## config.mk

```make
export PLATFORM = sky130hd
export DESIGN_NAME = alu_seq
export DESIGN_NICKNAME = d
export VERILOG_FILES = /design/src/rtl/alu_seq.sv
export SDC_FILE = /design/constraint.sdc
export NUM_CORES = 1
export LEC_CHECK = 0
export CAP_MARGIN = 20
export CORE_ASPECT_RATIO = 1.2
export CORE_MARGIN = 2
export CORE_UTILIZATION = 50
export CTS_BUF_LIST = sky130_fd_sc_hd__clkbuf_8
export CTS_CLUSTER_DIAMETER = 50
export CTS_CLUSTER_SIZE = 30
export DETAILED_ROUTE_END_ITERATION = 7
export PLACE_DENSITY = 0.73
export SYNTH_ARGS = -nofsm -noshare
export SYNTH_HDL_FRONTEND = slang
export SYNTH_SLANG_ARGS = --single-unit
```

## constraint.sdc

```tcl
create_clock -name clk -period 7.14 [get_ports clk]
set_clock_uncertainty 0.2 [all_clocks]
set_input_delay 1.428 -clock clk [delete_from_list [all_inputs] [get_ports clk]]
set_output_delay 1.428 -clock clk [all_outputs]
set_load 0.005 [all_outputs]
```

## src/rtl/alu_seq.sv

```systemverilog
// rtl/alu_seq.sv - handshaked sequential ALU with registered result and c/z/n/v flags
// Define ALU_SEQ_MUL_EN to build the iterative shift-add multiplier for opcode 15.
`timescale 1ns/1ps
module alu_seq #(
   parameter int w = 8
) (
   input  logic         clk,
   input  logic         rst_n,
   input  logic         in_valid,
   output logic         in_ready,
   input  logic [w-1:0] a,
   input  logic [w-1:0] b,
   input  logic [3:0]   opc,
   output logic         out_valid,
   input  logic         out_ready,
   output logic [w-1:0] y,
   output logic [w-1:0] y_hi,
   output logic [3:0]   flags,
   output logic         err
);
   localparam int SW = $clog2(w);

   typedef enum logic [1:0] {
      IDLE,
      HOLD
`ifdef ALU_SEQ_MUL_EN
      , EXEC
`endif
   } state_t;

   state_t st, nxt;
   logic load;

   logic [w-1:0]  one_w, add_b, sub_b, r_y;
   logic [w:0]    sum, dif, shl_t, shr_t, sra_t;
   logic [SW-1:0] sh;
   logic          c_r, z_r, n_r, v_r, r_err;

   assign one_w = {{(w-1){1'b0}}, 1'b1};
   assign sh    = b[SW-1:0];
   assign add_b = (opc == 4'd12) ? one_w : b;
   assign sub_b = (opc == 4'd13) ? one_w : b;
   assign sum   = {1'b0, a} + {1'b0, add_b};
   assign dif   = {1'b0, a} - {1'b0, sub_b};
   // Shifts carry one guard bit so the last bit shifted out falls into bit w or bit 0.
   assign shl_t = {1'b0, a} << sh;
   assign shr_t = {a, 1'b0} >> sh;
   assign sra_t = $unsigned($signed({a, 1'b0}) >>> sh);

   always_comb begin
      r_y   = '0;
      c_r   = 1'b0;
      v_r   = 1'b0;
      r_err = 1'b0;
      case (opc)
         4'd0, 4'd12: begin
            r_y = sum[w-1:0];
            c_r = sum[w];
            v_r = (a[w-1] == add_b[w-1]) && (sum[w-1] != a[w-1]);
         end
         4'd1, 4'd13, 4'd14: begin
            r_y = dif[w-1:0];
            c_r = dif[w];
            v_r = (a[w-1] != sub_b[w-1]) && (dif[w-1] != a[w-1]);
         end
         4'd2:  r_y = a & b;
         4'd3:  r_y = a | b;
         4'd4:  r_y = a ^ b;
         4'd5:  r_y = ~a;
         4'd6:  r_y = ~(a & b);
         4'd7:  r_y = ~(a | b);
         4'd8:  r_y = ~(a ^ b);
         4'd9: begin
            r_y = shl_t[w-1:0];
            c_r = shl_t[w];
         end
         4'd10: begin
            r_y = shr_t[w:1];
            c_r = shr_t[0];
         end
         4'd11: begin
            r_y = sra_t[w:1];
            c_r = sra_t[0];
         end
         default: r_err = 1'b1;
      endcase
      z_r = (r_y == '0);
      n_r = r_y[w-1];
      // CMP reports the difference in its flags but passes a through.
      if (opc == 4'd14)
         r_y = a;
      if (r_err) begin
         z_r = 1'b0;
         n_r = 1'b0;
      end
   end

`ifdef ALU_SEQ_MUL_EN
   localparam logic [SW:0] CNT_W = (SW+1)'(w);
   logic          start, done;
   logic [w-1:0]  m_a, m_hi, m_lo;
   logic [SW:0]   m_cnt;
   logic [w:0]    m_sum;

   assign m_sum = m_lo[0] ? ({1'b0, m_hi} + {1'b0, m_a}) : {1'b0, m_hi};

   always_ff @(posedge clk) begin
      if (!rst_n) begin
         m_a   <= '0;
         m_hi  <= '0;
         m_lo  <= '0;
         m_cnt <= '0;
      end else if (start) begin
         m_a   <= a;
         m_hi  <= '0;
         m_lo  <= b;
         m_cnt <= '0;
      end else if (st == EXEC && !done) begin
         m_hi  <= m_sum[w:1];
         m_lo  <= {m_sum[0], m_lo[w-1:1]};
         m_cnt <= m_cnt + {{SW{1'b0}}, 1'b1};
      end
   end
`endif

   always_ff @(posedge clk) begin
      if (!rst_n)
         st <= IDLE;
      else
         st <= nxt;
   end

   always_comb begin
      nxt      = st;
      in_ready = 1'b0;
      load     = 1'b0;
`ifdef ALU_SEQ_MUL_EN
      start    = 1'b0;
      done     = 1'b0;
`endif
      case (st)
         IDLE: in_ready = 1'b1;
         HOLD: begin
            in_ready = out_ready;
            if (out_ready && !in_valid)
               nxt = IDLE;
         end
`ifdef ALU_SEQ_MUL_EN
         EXEC: if (m_cnt == CNT_W) begin
            done = 1'b1;
            nxt  = HOLD;
         end
`endif
         default: nxt = IDLE;
      endcase
      if (in_valid && in_ready) begin
`ifdef ALU_SEQ_MUL_EN
         if (opc == 4'd15) begin
            start = 1'b1;
            nxt   = EXEC;
         end else
`endif
         begin
            load = 1'b1;
            nxt  = HOLD;
         end
      end
   end

   assign out_valid = (st == HOLD);

   always_ff @(posedge clk) begin
      if (!rst_n) begin
         y     <= '0;
         y_hi  <= '0;
         flags <= '0;
         err   <= 1'b0;
      end else begin
         if (load) begin
            y     <= r_y;
            y_hi  <= '0;
            flags <= {c_r, z_r, n_r, v_r};
            err   <= r_err;
         end
`ifdef ALU_SEQ_MUL_EN
         if (done) begin
            y     <= m_lo;
            y_hi  <= m_hi;
            flags <= {m_hi != '0, {m_hi, m_lo} == '0, 2'b00};
            err   <= 1'b0;
         end
`endif
      end
   end
endmodule

```

; Yosys cells after proc, flatten, opt, wreduce, memory -nomap -nowiden
; Index checks and enable logic that the tools add are counted.
; Widths: inputs -> output; s select.
[totals]
inputBits = 24
regBits = 15
out_inout_bits = 23
word_cells = 69
[op_classes]
add_sub_neg = 2
eq_ne = 22
muxes = 14
n_bitwise = 9
n_reduce_logical = 14
n_shift = 3
[op_table]
columns = operator, count
row1 = $pmux 8 s12, 1
row2 = $not 8->8, 4
row3 = $eq 4x4->1 const B, 7
row4 = $mux 8, 3
row5 = $eq 4x3->1 const B, 4
row6 = $reduce_or 15->1, 1
row7 = $add 8x8->9, 1
row8 = $shl 8x3->9, 1
row9 = $shr 9x3->9, 1
row10 = $sshr 9x3->9, 1
row11 = $sub 8x8->9, 1
row12 = $and 8x8->8, 1
row13 = $eq 4x2->1 const B, 2
row14 = $logic_not 8->1, 1
row15 = $or 8x8->8, 1
row16 = $xor 8x8->8, 1
row17 = $mux 1, 5
row18 = $pmux 1 s5, 1
row19 = $eq 4x1->1 const B, 1
row20 = $logic_and 1x1->1, 4
row21 = $logic_not 4->1, 1
row22 = $pmux 1 s2, 2
row23 = $pmux 2 s2, 1
row24 = $reduce_and 2->1, 2
row25 = other kinds (12), 16

; Logic depth before layout (Yosys ltp)
; Gate-level depths: netlist of run 1.
[depth]
ltp_word = 6
mapped_depth = 19
mapped_depth_nobuf = 14

; Worst setup path after synthesis of run 1
; Ideal clock, no wire load.
[synth_path]
path_type = input-to-reg
start = input opc[0]
end = register flags[2]
path_stages = 18
n_path_buf = 5
path_slack_ns = 2.422
setup_time_ns = 0.061
required_time_ns = 6.879
arrival_ns = 4.457
cell_sequence = buf_4 buf_4 buf_4 buf_2 nor2_1 and2_1 clkbuf_1 or2_2 ha_1 inv_1 fa_1 mux2_2 o32ai_1 a221oi_1 a31oi_1 or3_1 nor4_1 a32o_1
[synth_between]
elab_chain_len = 6
word_cells_on_any_way = 25
classes_between = 2 x add/sub / 14 x eq/ne / 4 x mux / 5 x reduce/logical
[synth_lines]
columns = item, line_no
row1 = from (decl), 13  ; input logic [3:0] opc,
row2 = "$eq 4x4->1, on equally long branches", "42, 55, 41"
row3 = "$mux 8, on equally long branches", "42, 41"
row4 = $sub 8x8->9 / $add 8x8->9 (equally long branches), "44, 43"
row5 = $pmux 8 s12, 55  ; case (opc)
row6 = $logic_not 8->1, 87  ; z_r = (r_y == '0);
row7 = $mux 1 (*), 92  ; if (r_err) begin
row8 = to (signal assigned), 182  ; flags <= {c_r, z_r, n_r, v_r};
row9 = to (decl), 18  ; output logic [3:0] flags,
; Mark *: on every way between the ends. The rest lies on a longest branch, timed or not.
; A chain may end at the register's enable or synchronous reset.

; Final worst setup path of run 1
[layout_path]
start = input opc[1]
end = register y[6]
[layout_between]
elab_chain_len = 5
word_cells_on_any_way = 23
classes_between = 2 x add/sub / 14 x eq/ne / 4 x mux / 3 x reduce/logical
[layout_lines]
columns = item, line_no
row1 = "$eq 4x4->1, on equally long branches", "42, 55, 41"
row2 = "$mux 8, on equally long branches", "42, 41"
row3 = $sub 8x8->9 / $add 8x8->9 (equally long branches), "44, 43"
row4 = $pmux 8 s12, 55
row5 = $mux 8 (*), 90  ; if (opc == 4'd14)
row6 = to (signal assigned), 180  ; y <= r_y;
row7 = to (decl), 16  ; output logic [w-1:0] y,
; Marks and branches as above.

==> results of run 1 <==
-- worst max-delay path, stage by stage --
cell and delay (ns):
clkdlybuf4s50_1 0.92, nor2b_1 0.15, nand2_1 0.29, nand2_1 0.13, ha_1 0.21, fa_1 0.39
o21ai_0 0.40, a32o_1 0.26, nor3_1 0.07, nor4_1 0.19, a21oi_1 0.15, mux2_2 0.29
o21ba_2 0.19
-- placed cells by master, fill, tap and decap left out, drive strengths merged, types with 5 or more instances in the layout --
master / netlist / layout
nand3: 9 / 9
o211ai: 6 / 6
ha: 40 / 40
dfxtp: 14 / 14
nor2: 38 / 38
a21o: 6 / 6
mux2i: 19 / 19
o21ai: 25 / 25
and2: 5 / 5
a211oi: 10 / 10
a31oi: 7 / 7
conb: 1 / 8
xnor2: 8 / 8
inv: 27 / 27
nand2: 47 / 47
nor2b: 6 / 6
o22ai: 6 / 6
a311oi: 5 / 5
a21oi: 27 / 27
nor3: 8 / 8
clkdlybuf4s50: 0 / 38
nand2b: 11 / 11
mux2: 5 / 5
mux4: 8 / 8
-- final timing paths --
check / cells after the start / slack [ns] / to / start
setup / recovery: 13 / 2.00 / y[6] / opc[1]
hold / removal: 2 / 0.26 / flags[0] / flags[0]
setup reg to reg: 6 / 5.13 / flags[2] / st[0]
hold reg to reg: 2 / 0.26 / flags[0] / flags[0]
-- power breakdown --
| part | total, mW | internal [mW] | leakage (nW) | switching [mW] |
|---|---|---|---|---|
| clock | 0.0775 | 0.0489 | 0.0288 | 0.0287 |
| combinational | 0.235 | 0.102 | 1.38 | 0.133 |
| sequential | 0.0875 | 0.0844 | 0.115 | 0.00311 |
-- routing by layer --
layer	vias up	wire [um]	GRT usage, %
li1	1599	-	-
met1	1624	4344	38.85
met2	191	4891	49.64
met3	37	755	2.657
met4	0	461	13.54
met5	-	0	0
-- metrics by stage --
step / util [%] / hold slack [ns] / setup WS (ns) / power, mW
2_1_floorplan: - / 0.2527 / 2.422 / 0.2515
3_3_place_gp: 55.58 / 0.2457 / 1.918 / 0.3144
3_5_place_dp: 55.58 / 0.2531 / 1.821 / 0.3174
4_1_cts: 56.45 / 0.2608 / 2.070 / 0.3953
5_1_grt: 56.45 / 0.2867 / 1.759 / 0.4272
6_report: 56.45 / 0.2581 / 2.005 / 0.3998
-- state kept, by name (all words and copies together), names as in the netlist --
| register | cells |
|---|---|
| st | 1 |
| flags | 4 |
| err | 1 |
| y | 8 |
-- final cells by class --
cell class | count | area [um^2] | share of cell area [%]
repair buffers | 42 | 410.4 | 11.49
inverters | 28 | 105.1 | 2.943
clock buffers | 4 | 55.05 | 1.542
well taps | 85 | 106.4 | 2.978
multi-input cells | 358 | 2614 | 73.20
flip-flops and latches | 14 | 280.3 | 7.849
-- kinds of logic (layout without fill, tap and decap cells) --
logic type               Yosys count  in the layout  synth area share (%)
XOR/XNOR                           8              8                 2.177
flip-flops                        14             14                 8.706
adder cells (fa/ha/maj)           42             42                 16.79
buffers and inverters             71             74                 10.92
multiplexers                      32             32                 13.49
AND/OR/NAND/NOR                  137            137                 19.59
AO/OA/AOI/OAI                    131            131                 28.22
other                              1              8                0.1165
==> results.toml, run 1 <==
[timing]
period_minus_slack_ns = 5.135
max_slew_margin_pct = 41.37
drv_slew = 0
fin_crit_sh_pct = 71.92
finalHoldViolCount = 0
rsz0062_at_grt = "no"
worst_pin_slew_ns = 0.8794
setup_tns_ns = 0
setup_viol = 0
fmax_mhz = 194.7

[layout]
antenna_cells = 0
finalNonFillerCells = 531
nets = 513
drive_gt1_share_pct = 5.381
n_fill_cell = 666
area_growth_pct = 10.92
stdcell_area_um2 = 3571

[power]
ir_drop_uv = 75.58
p_per_area_nw_per_um2 = 112.0
p_leak_nw = 1.524

[logic_synthesis]
syn-cell-area_um2 = 3219
ys_seq_area_share_pct = 8.706
syn_inst = 436
yosysMostFrequentCell = "nand2_1"
async_reset_ff_share_pct = 0
yosys.area.top_type_share_pct = 15.55
ys_types = 62
syn_avg_cell_area_um2 = 7.384
synth_ff_type = "dfxtp_1"
synth_edf_count = 0
synth_area_leader_cell = "ha_1"
synth-seq-cells = 14
yosys-top-cells-area = "ha_1, dfxtp_1, mux2i_1"
synthTopCellsByCount = "nand2_1, ha_1, nor2_1"
synth_warnings = 0

[worst_hold_path]
hold_path.class = "reg2reg"

[routing]
drt_pass1_iterations = 5
ant_nets = 0
drcViolationCount = 0
drt_iter0_markers = 489
wl_per_cell_um = 19.69
routed_wl_mm = 10.45
vias = 3451
vias_per_cell = 6.499

[floorplan]
rows = 32
die_x_um = 77.25
dieArea_um2 = 7099
core-area_um2 = 6326
io_pins = 47
initial_utilization_pct = 50.89
die_y_um = 91.90

[global_route]
grt_max_degree = 37
grt_usage_pct = 29.80
grt_pass1_vias = 3310
antenna_found_initial = 0
grt_pass1_wl_mm = 17.11
grt_overflow = 0

[clock_network]
hold_buffers = 0
htreeDepth = 1
cts_made_buffers = 3
root_buffer = "clkbuf_8"
clock_sinks = 14
path_clk_slew_ns = 0.06
cts_tree = "done"
cts_buffer_depth = 2
cts.repair.resized = 0
cts_setup_buffers = 0
clk_latency_ns = 0.24

[setup_path]
cp_max_fo = 20
critPathCaptureType = "register"
path_class = "in2reg"
worstPathArrival_ns = 5.08
critPathLaunchType = "input pin"
cp.required_ns = 7.08

[placed_design]
gp_congestion = 1.055
portBuffers = 38
placed_area_um2 = 3516
place_inst = 527
hpwl_mm = 7.796

[job]
drv_cap = 0

[status]
status = "complete, no violations"
No activity file was read; power rests on OpenSTA's default activity.
==> inputs of run 2 (changes only) <==
PLACE_DENSITY = 0.76   (was 0.73)
clock period = 4.7 ns   (was 7.14 ns; I/O delays follow)
==> results.toml, run 2 (synthesized netlist as in run 1, its figures left out) <==
[status]
status = "complete, no violations"

[timing]
finalHoldViolCount = 0
rsz0062_at_grt = "no"
fin_ws_ns = 0.3595
setup_viol = 0
drv_slew = 0
fin_crit_sh_pct = 92.35
period_minus_slack_ns = 4.341
max_slew_margin_pct = 47.79
worst_pin_slew_ns = 0.7832
setup_tns_ns = 0
fmax_mhz = 230.4

[worst_hold_path]
hold_start = "flags[0]"
hold_path_depth = 2
hold_path.class = "reg2reg"
hold_path_end = "flags[0]"

[floorplan]
rows = 32
core-area_um2 = 6326
io_pins = 47
die_y_um = 91.90
die_x_um = 77.25
initial_utilization_pct = 50.89
dieArea_um2 = 7099

[routing]
vias = 3526
drt_iter0_markers = 449
met1_length_mm = 4.097
dr_wl_met2_mm = 4.814
routed_wl_mm = 10.42
drt_pass1_iterations = 6
wl_met3_um = 933
drcViolationCount = 0
vias_per_cell = 6.423
wl_per_cell_um = 18.97
topRoutingLayerUsed = "met4"
ant_nets = 0

[setup_path]
path_class = "in2reg"
cp_max_fo = 5
critPathLaunchType = "input pin"
r2r-start = "st[0]"
rr_worst_depth = 6
critPathCaptureType = "register"
cp.required_ns = 4.65
reg2reg_slack_ns = 2.69
worstPathArrival_ns = 4.29
rr_endpoint = "flags[2]"

[placed_design]
hpwl_mm = 8.043
portBuffers = 38
place_ws_ns = 0.1767
gp_congestion = 1.089
placed_area_um2 = 3651

[layout]
regMostFlops = "y"
antenna_cells = 0
drive_gt1_share_pct = 9.052
final_common_cell = "nand2_1"
area_growth_pct = 15.12
n_fill_cell = 602
final_cell_mix = "nand2_1, ha_1, nor2_1, clkdlybuf4s50_1, a21oi_1"
stdcell_area_um2 = 3706
seq_area_um2 = 280.3
top_regs = "y x8, flags x4"
nets = 531
multi_input_area_um2 = 2614
largest_reg_flops = 8

[global_route]
grt_pass1_vias = 3268
grt_usage_pct = 28.88
grt_pass1_wl_mm = 16.53
antenna_found_initial = 0
grt_overflow = 0
grt_max_degree = 35

[power]
ir_drop_uv = 154.2
p_leak_nw = 1.612
p_per_area_nw_per_um2 = 167.8

[clock_network]
clk_latency_ns = 0.25
htreeDepth = 1
hold_buffers = 0
cts_buffer_depth = 2
cts_made_buffers = 3
cts.repair.resized = 0
clock_sinks = 14
cts_tree = "done"
cts_setup_buffers = 0
path_clk_slew_ns = 0.06
root_buffer = "clkbuf_8"

[job]
drv_cap = 0
-- run 2: worst max-delay path by stage --
| stage | startpoint | cells after the start | end | slack, ns |
|---|---|---|---|---|
| 3_3_place_gp | opc[2] | 14 | flags[2] | 0.25 |
| 5_1_grt | opc[3] | 14 | flags[2] | 0.22 |
| 2_1_floorplan | opc[0] | 18 | flags[2] | 0.47 |
| 4_1_cts | opc[2] | 14 | flags[2] | 0.43 |
| 3_5_place_dp | opc[2] | 14 | flags[2] | 0.18 |
| 6_report | opc[2] | 14 | flags[2] | 0.36 |
-- run 2: layout make-up --
type	instances	share of cell area [%]
inverters	28	2.836
well taps	85	2.870
flip-flops and latches	14	7.562
clock buffers	4	1.485
repair buffers	60	14.72
multi-input cells	358	70.53
-- run 2: power by group --
group | internal (mW) | switching, mW | total, mW
registers | 0.128 | 0.00464 | 0.133
clock network | 0.0742 | 0.0435 | 0.118
logic | 0.166 | 0.206 | 0.371
total | 0.368 | 0.254 | 0.622
-- run 2: metal layers --
metal / up-vias / track usage (%)
li1: 1635 / -
met1: 1619 / 36.92
met2: 218 / 49.13
met3: 54 / 2.756
met4: 0 / 12.65
met5: - / 0
-- run 2: worst max-delay path, cell delays in order --
cell and delay (ns):
clkdlybuf4s50_1 0.45, ha_1 0.28, and2_1 0.17, or2_2 0.27, ha_1 0.22, inv_1 0.08, fa_1 0.41, mux2_2 0.27
o32ai_1 0.29, a221oi_1 0.08, a31oi_1 0.37, or3_1 0.18, nor4_1 0.05, a32o_1 0.22
-- run 2: metrics by stage --
| step | utilization (%) | power [mW] | std cells | hold WS [ns] |
|---|---|---|---|---|
| 6_report | 58.58 | 0.6217 | 549 | 0.2749 |
| 5_1_grt | 58.58 | 0.6596 | 549 | 0.3158 |
| 4_1_cts | 58.58 | 0.6145 | 549 | 0.2741 |
| 3_5_place_dp | 57.71 | 0.4957 | 545 | 0.2665 |
| 3_3_place_gp | 57.71 | 0.4893 | 545 | 0.2486 |
| 2_1_floorplan | - | 0.3820 | 443 | 0.2527 |
==> inputs of run 3 (changes only) <==
CORE_MARGIN = not set   (was 2)
==> results.toml, run 3 (synthesized netlist as in run 1, its figures left out) <==
[clock_network]
cts_made_buffers = 3
clock_sinks = 14
cts_buffer_depth = 2
htreeDepth = 1
cts_tree = "done"
path_clk_slew_ns = 0.06
root_buffer = "clkbuf_8"
clk_latency_ns = 0.25
hold_buffers = 0
cts_setup_buffers = 0
cts.repair.resized = 0

[status]
status = "complete, no violations"

[floorplan]
dieArea_um2 = 6765
initial_utilization_pct = 52.53
core-area_um2 = 6128
die_y_um = 89.90
die_x_um = 75.25
io_pins = 47
rows = 31

[timing]
finalHoldViolCount = 0
rsz0062_at_grt = "no"
setup_viol = 0
setup_tns_ns = 0
drv_slew = 0
worst_pin_slew_ns = 0.8592
fin_crit_sh_pct = 88.56
max_slew_margin_pct = 42.72
fmax_mhz = 240.2
period_minus_slack_ns = 4.162

[routing]
drt_iter0_markers = 529
wl_per_cell_um = 20.11
vias_per_cell = 6.532
drt_pass1_iterations = 7
drcViolationCount = 0
routed_wl_mm = 11.00
vias = 3573
ant_nets = 0

[global_route]
grt_pass1_wl_mm = 17.63
grt_pass1_vias = 3397
grt_usage_pct = 33.84
antenna_found_initial = 0
grt_overflow = 0
grt_max_degree = 27

[setup_path]
cp.required_ns = 4.65
r2r-start = "st[0]"
critPathCaptureType = "register"
worstPathArrival_ns = 4.11
critPathLaunchType = "input pin"
rr_endpoint = "flags[2]"
rr_worst_depth = 6
reg2reg_slack_ns = 2.68
cp_max_fo = 3
path_class = "in2reg"

[worst_hold_path]
hold_start = "flags[0]"
hold_path_depth = 2
hold_path_end = "flags[0]"
hold_path.class = "reg2reg"

[job]
drv_cap = 0

[layout]
nets = 532
drive_gt1_share_pct = 9.247
top_regs = "y x8, flags x4"
final_cell_mix = "nand2_1, ha_1, nor2_1, clkdlybuf4s50_1, a21oi_1"
largest_reg_flops = 8
regMostFlops = "y"
area_growth_pct = 15.24
final_common_cell = "nand2_1"
antenna_cells = 0

[power]
comb_power_share_pct = 59.5
switching_share_pct = 41.59
seq_power_share_pct = 21.1
ir_drop_uv = 150.7
p_total_mw = 0.6295
p_clk_share_pct = 19.4
p_leak_nw = 1.616
p_int_mw = 0.3677
switchingPower_mw = 0.2618
p_per_area_nw_per_um2 = 169.7

[placed_design]
hpwl_mm = 8.447
gp_congestion = 1.029
portBuffers = 38
-- run 3: cell count changes in the layout (fill, tap and decap cells not counted) --
cell   change
buf_4      +1
-- run 3: critical path, stage by stage --
cell and delay, ns:
clkdlybuf4s50_1 0.46, ha_1 0.27, and2_1 0.16, or2_2 0.28, ha_1 0.20, inv_1 0.07
fa_1 0.40, mux2_2 0.26, o32ai_1 0.23, a221oi_1 0.08, a31oi_1 0.32, or3_1 0.16
nor4_1 0.05, a32o_1 0.22
-- run 3: routing by layer --
metal  vias up  global-route usage [%]  wire length, um
met3        45                   5.493              946
met4         0                   13.58              539
met5         -                       0                0
met1      1648                   45.52             4410
met2       234                   52.93             5102
li1       1646                       -                -
-- run 3: layout make-up --
cell class | count | area [um^2]
clock buffer | 4 | 55.05
fill | 594 | 2419
inverter | 28 | 105.1
multi-input combinational | 358 | 2614
sequential | 14 | 280.3
tap | 82 | 102.6
timing repair buffer | 61 | 553.0
-- run 3: power by group through the flow --
stage          Clock (mW)  Sequential (mW)  Combinational, mW
6_report            0.122            0.133              0.375
5_1_grt             0.129            0.134              0.404
4_1_cts             0.121            0.133              0.365
3_5_place_dp            0            0.135              0.362
3_3_place_gp            0            0.135              0.357
2_1_floorplan           0            0.136              0.246
-- run 3: metrics by stage --
step | hold slack [ns] | utilization [%] | cell area [um^2] | setup slack [ns] | cells
3_5_place_dp | 0.2497 | 59.64 | 3655 | 0.3252 | 543
6_report | 0.2556 | 60.53 | 3710 | 0.5375 | 547
2_1_floorplan | 0.2527 | - | 3246 | 0.4701 | 443
5_1_grt | 0.2990 | 60.53 | 3710 | 0.4042 | 547
4_1_cts | 0.2584 | 60.53 | 3710 | 0.5734 | 547
3_3_place_gp | 0.2450 | 59.64 | 3655 | 0.3700 | 543
-- run 3: worst max-delay path by stage --
stage                 from       end  slack (ns)
CTS                 opc[2]  flags[2]        0.57
floorplan           opc[0]  flags[2]        0.47
global placement    opc[2]  flags[2]        0.37
global route        opc[2]      y[6]        0.40
finish              opc[2]  flags[2]        0.54
detailed placement  opc[2]  flags[2]        0.33
